### config.mk
export PLATFORM = sky130hd
export DESIGN_NAME = crypto_result_buffer
export DESIGN_NICKNAME = d
export VERILOG_FILES = /design/src/rtl/crypto_result_buffer.sv
export SDC_FILE = /design/constraint.sdc
export NUM_CORES = 1
export LEC_CHECK = 0
export BUFFER_PORTS_ARGS = -buffer_cell sky130_fd_sc_hd__clkbuf_2
export CELL_PAD_IN_SITES_DETAIL_PLACEMENT = 1
export CELL_PAD_IN_SITES_GLOBAL_PLACEMENT = 1
export CORE_AREA = 8 8 183 185
export CTS_CLUSTER_DIAMETER = 120
export DETAILED_ROUTE_END_ITERATION = 12
export DIE_AREA = 0 0 191 193
export PLACE_DENSITY_LB_ADDON = 0.1
export SLEW_MARGIN = 15
export SYNTH_ARGS = -nofsm -noshare
export SYNTH_HDL_FRONTEND = slang
export SYNTH_SLANG_ARGS = --single-unit
### constraint.sdc
create_clock -name clk_i -period 2.35 [get_ports clk_i]
set_input_delay 0.235 -clock clk_i [delete_from_list [all_inputs] [get_ports clk_i]]
set_output_delay 0.235 -clock clk_i [all_outputs]
set_load 0.005 [all_outputs]
### src/rtl/crypto_result_buffer.sv
// Buffers the crypto FU's results in order and hands the issue stage a credit (issue_ready_o).
// Define CRYPTO_RESULT_BUFFER_BYPASS_EN to show an incoming result on the outputs in the same cycle.
module crypto_result_buffer #(
   parameter int unsigned XLEN     = 64,
   parameter int unsigned DEPTH    = 4,
   parameter type         hartid_t = logic,
   parameter type         id_t     = logic
) (
   input  logic            clk_i,
   input  logic            rst_ni,
   input  logic            issue_fire_i,
   output logic            issue_ready_o,
   input  logic            in_valid_i,
   input  logic [XLEN-1:0] in_result_i,
   input  hartid_t         in_hartid_i,
   input  id_t             in_id_i,
   input  logic [4:0]      in_rd_i,
   input  logic            in_we_i,
   input  logic            flush_i,
   output logic            result_valid_o,
   input  logic            result_ready_i,
   output logic [XLEN-1:0] result_o,
   output hartid_t         hartid_o,
   output id_t             id_o,
   output logic [4:0]      rd_o,
   output logic            we_o,
   output logic            overflow_o
);

   localparam int unsigned AW = $clog2(DEPTH);
   localparam int unsigned CW = AW + 1;
   localparam logic [CW-1:0] FullCount   = CW'(DEPTH);
   localparam logic [CW:0]   CreditLimit = (CW + 1)'(DEPTH);

   typedef struct packed {
      logic [XLEN-1:0] result;
      hartid_t         hartid;
      id_t             id;
      logic [4:0]      rd;
      logic            we;
   } entry_t;

   entry_t        mem_q [DEPTH];
   entry_t        mem_d [DEPTH];
   logic [AW-1:0] wptr_q, wptr_d;
   logic [AW-1:0] rptr_q, rptr_d;
   logic [CW-1:0] count_q, count_d;
   logic          inflight_q, inflight_d;
   logic          overflow_q, overflow_d;

   entry_t in_entry;
   entry_t out_entry;
   logic   empty, full, push, pop, pop_fifo, wr_en, drop, bypass;

   // Credit counts buffered entries plus the one result owed next cycle; registers only.
   assign issue_ready_o = ({1'b0, count_q} + {{CW{1'b0}}, inflight_q}) < CreditLimit;
   assign overflow_o    = overflow_q;

   always_comb begin
      in_entry = '{result: in_result_i, hartid: in_hartid_i, id: in_id_i,
                   rd: in_rd_i, we: in_we_i};
      empty    = (count_q == '0);
      full     = (count_q == FullCount);
      push     = in_valid_i && !flush_i;
`ifdef CRYPTO_RESULT_BUFFER_BYPASS_EN
      bypass         = empty && push;
      result_valid_o = (!empty && !flush_i) || bypass;
      out_entry      = bypass ? in_entry : mem_q[rptr_q];
`else
      bypass         = 1'b0;
      result_valid_o = !empty && !flush_i;
      out_entry      = mem_q[rptr_q];
`endif
      pop      = result_valid_o && result_ready_i;
      pop_fifo = pop && !empty;
      // A bypassed result taken immediately never occupies a slot.
      wr_en    = push && !(bypass && result_ready_i) && (!full || pop_fifo);
      drop     = push && full && !pop_fifo;

      if (result_valid_o) begin
         result_o = out_entry.result;
         hartid_o = out_entry.hartid;
         id_o     = out_entry.id;
         rd_o     = out_entry.rd;
         we_o     = out_entry.we;
      end else begin
         result_o = '0;
         hartid_o = '0;
         id_o     = '0;
         rd_o     = '0;
         we_o     = 1'b0;
      end
   end

   always_comb begin
      mem_d      = mem_q;
      wptr_d     = wptr_q;
      rptr_d     = rptr_q;
      count_d    = count_q;
      inflight_d = inflight_q;
      overflow_d = overflow_q | drop;
      if (flush_i) begin
         wptr_d     = '0;
         rptr_d     = '0;
         count_d    = '0;
         inflight_d = 1'b0;
      end else begin
         inflight_d = issue_fire_i;
         if (wr_en) begin
            mem_d[wptr_q] = in_entry;
            wptr_d        = wptr_q + 1'b1;
         end
         if (pop_fifo) begin
            rptr_d = rptr_q + 1'b1;
         end
         count_d = count_q + CW'(wr_en) - CW'(pop_fifo);
      end
   end

   always_ff @(posedge clk_i or negedge rst_ni) begin
      if (!rst_ni) begin
         for (int i = 0; i < int'(DEPTH); i++) begin
            mem_q[i] <= '0;
         end
         wptr_q     <= '0;
         rptr_q     <= '0;
         count_q    <= '0;
         inflight_q <= 1'b0;
         overflow_q <= 1'b0;
      end else begin
         mem_q      <= mem_d;
         wptr_q     <= wptr_d;
         rptr_q     <= rptr_d;
         count_q    <= count_d;
         inflight_q <= inflight_d;
         overflow_q <= overflow_d;
      end
   end

endmodule

==> results.md <==
* Slew Viols, Final at 0
* Synth area leader: dfrtp_1
* Root buf cell: clkbuf_16
* Synth cell count leaders: dfrtp_1, mux2_2, and2_1, mux4_2, buf_6
* Cell variety after synth at 26
* Gpl congestion at 0.698
* Die Wd at 191 um
* Synth-to-layout area growth at 22.3%
* Seq/Total Area, Yosys at 54.8%
* DRC viols at 0
* Syn Nets at 917
* Clk network pwr share at 27.0%
* Period utilisation layout at 99.3%
* Die footprint at 36,900 um2
* Met1 global-route usage at 23.2%
* Dpl cells at 1,368
* GRT Total Usage at 17.1%
* Flops & latches, synth at 297
* Worst vdd ir at 0.582 mV
* First-pass GRT wire length at 49,800 um
* Critical Path Start Type: register
* CP Capture Type: output pin
* Crit path kind: reg -> out
* Worst Tran Pin Value at 0.608 ns
* Relative slew slack at 59.4%
* Power density cells at 1170 nW/um2
* Clk sinks at 297
* CORE AREA at 30,800 um2
* HPWL Detailed at 19,500 um
* Psw at 5.12 mW
* Pint at 14.3 mW
* Top cells by area, synth: dfrtp_1, mux2_2, mux4_2, and2_1, buf_6
* Worst hold path class: in -> reg
* DRT iter0 DRCs at 248
* GR Layer Usage met3 at 3.58%
* Setup TNS at 0 ns
* Post-synth top area share at 54.8%
* Layout cells sized above 1 at 61.7%
* Latest clock arrival within the worst-skew pair at 0.50 ns
* Grt ovf at 0
* RSZ-0062 raised after global routing: yes
* Worst Path Required at 2.12 ns
* Final setup violation count at 0
* Met2 Usage GRT at 27.9%
* Fin crit period at 2.33 ns
* Outcome: finished clean
* Predominant post-synthesis flop cell: dfrtp_1
* Initial DRT Pass Iterations at 4
* H-Tree Depth at 2
* Fin util at 53.8%
* Final hold violation count at 0
* Max_cap viols at 0
* Nets@finish at 1,114
* Row count at 65
* Post-synth EDFFs at 0
* Initial antenna violation count at 0
* Leak at 7.34 nW
* Final wirelength at 30,800 um
* DR vias/cell at 5.30
* Synthesized area at 13,600 um2
* Most numerous cell in the Yosys netlist: dfrtp_1
* Initial Util at 44.0%
* Clock transition at path regs at 0.06 ns
* Largest net degree at the start of global routing at 74
* Timing-limited maximum frequency at 429 MHz
* Post-DRT Antenna Nets at 0
* Clock Tree Buf Depth at 3
* Vias at 7,716
* Total CTS buffers at 34
* Routed wire length per instance at 21.2 um
* Top fanout value on the critical path at 8
* Sw Share at 26.4%
* Yosys warnings at 0
* Fin cells at 1,456
* Ys async rst share at 100%
* PortBufs at 152
* Min-Delay Path Depth at 2
* TritonCTS clock tree: built
* Worst EP arrival at 2.10 ns
* Vias in the first global route at 8,622
* Sequential share of power at 42.3%
* Die Ht at 193 um
* Busiest grt layer: met2
* Avg Cell Area, Syn at 16.3 um2
* Cells on worst reg2reg path at 11
* Combinational share of power at 30.7%
* Mapped Cells at 831
* Top Ports at 153
* Worst Clk Skew at 0.0128 ns
## power groups by stage
stage / Combinational [mW] / Clock, mW / Sequential (mW)
detailed placement: 5.55 / 0 / 8.33
CTS: 5.75 / 5.40 / 8.22
global placement: 5.43 / 0 / 8.24
floorplan: 4.10 / 0 / 7.92
finish: 5.97 / 5.23 / 8.21
global route: 6.53 / 5.60 / 8.52
## per-stage QoR
stage / area [um2] / setup WS [ns] / power (mW) / hold WS (ns)
floorplan: 13600 / 0.0541 / 12.0 / -0.0606
global placement: 15000 / 0.156 / 13.7 / 0.258
detailed placement: 15000 / 0.103 / 13.9 / 0.259
CTS: 16300 / -0.00903 / 19.4 / 0.0000384
global route: 16600 / -0.0549 / 20.7 / 0.00984
finish: 16600 / 0.0166 / 19.4 / 0.0193
## repair_timing
item	CTS	global route
resized for setup	8	40
cloned	1	5
hold buffers	16	0
pin swaps	0	0
hold endpoints to repair	84	0
setup buffers	4	0
endpoints found under the setup margin	73	73
## layout by cell type (no fill, tap or decap), types with 7 or more instances in the layout
| cell | n |
|---|---|
| and2_1 | 53 |
| and2_4 | 20 |
| buf_12 | 23 |
| buf_4 | 18 |
| clkbuf_1 | 8 |
| clkbuf_16 | 42 |
| clkbuf_2 | 147 |
| clkbuf_8 | 7 |
| clkinv_2 | 7 |
| dfrtp_1 | 293 |
| dlygate4sd3_1 | 16 |
| ha_1 | 7 |
| mux2_2 | 289 |
| mux4_2 | 72 |
## state kept, by name, indices dropped and copies added (netlist names)
name	flops
mem_q	288
count_q	3
rptr_q	2
wptr_q	2
inflight_q	1
overflow_o	1
## worst paths after layout
check | startpoint | endpoint | slack [ns]
max in group asynchronous | rst_ni | rptr_q[1] | 1.25
hold reg to reg | mem_q[108] | mem_q[108] | 0.50
hold / removal | in_result_i[1] | mem_q[81] | 0.02
setup / recovery | rptr_q[0] | result_o[59] | 0.02
setup reg to reg | count_q[0] | count_q[2] | 0.15
min in group asynchronous | rst_ni | mem_q[188] | 0.31
## per-layer routing
layer | share of wire, % | vias to the layer above
met5 | 0 | -
met1 | 45 | 4115
met4 | 1.5 | 0
li1 | - | 3445
met3 | 4.4 | 34
met2 | 50 | 122
## cell families (layout without fill, tap and decap cells)
kind of cell,Yosys count,in the layout,synth area share [%]
multiplexers,361,361,36.0
flip-flops,297,297,54.8
AND/OR/NAND/NOR,92,92,4.33
buffers and inverters,63,285,3.60
adder cells (fa/ha/maj),8,8,0.794
AO/OA/AOI/OAI,8,8,0.360
XOR/XNOR,2,2,0.129
other,0,1,0
## final cells by class
| class | instances | area [um2] |
|---|---|---|
| diodes | 1 | 2.50 |
| clock buffers | 52 | 1050 |
| clock inverters | 9 | 72.6 |
| fillers | 2969 | 14200 |
| inverters | 6 | 22.5 |
| multi-input cells | 471 | 5740 |
| flip-flops and latches | 297 | 7440 |
| well taps | 402 | 503 |
| repair buffers | 218 | 1750 |
## worst max-delay path, cell delays in order (launching register included)
cell and delay [ns]:
dfrtp_4 0.46, buf_12 0.15, clkbuf_16 0.18, mux4_2 0.52, and2_4 0.18, buf_6 0.11
Note: power is estimated with default switching activity, not from simulation.
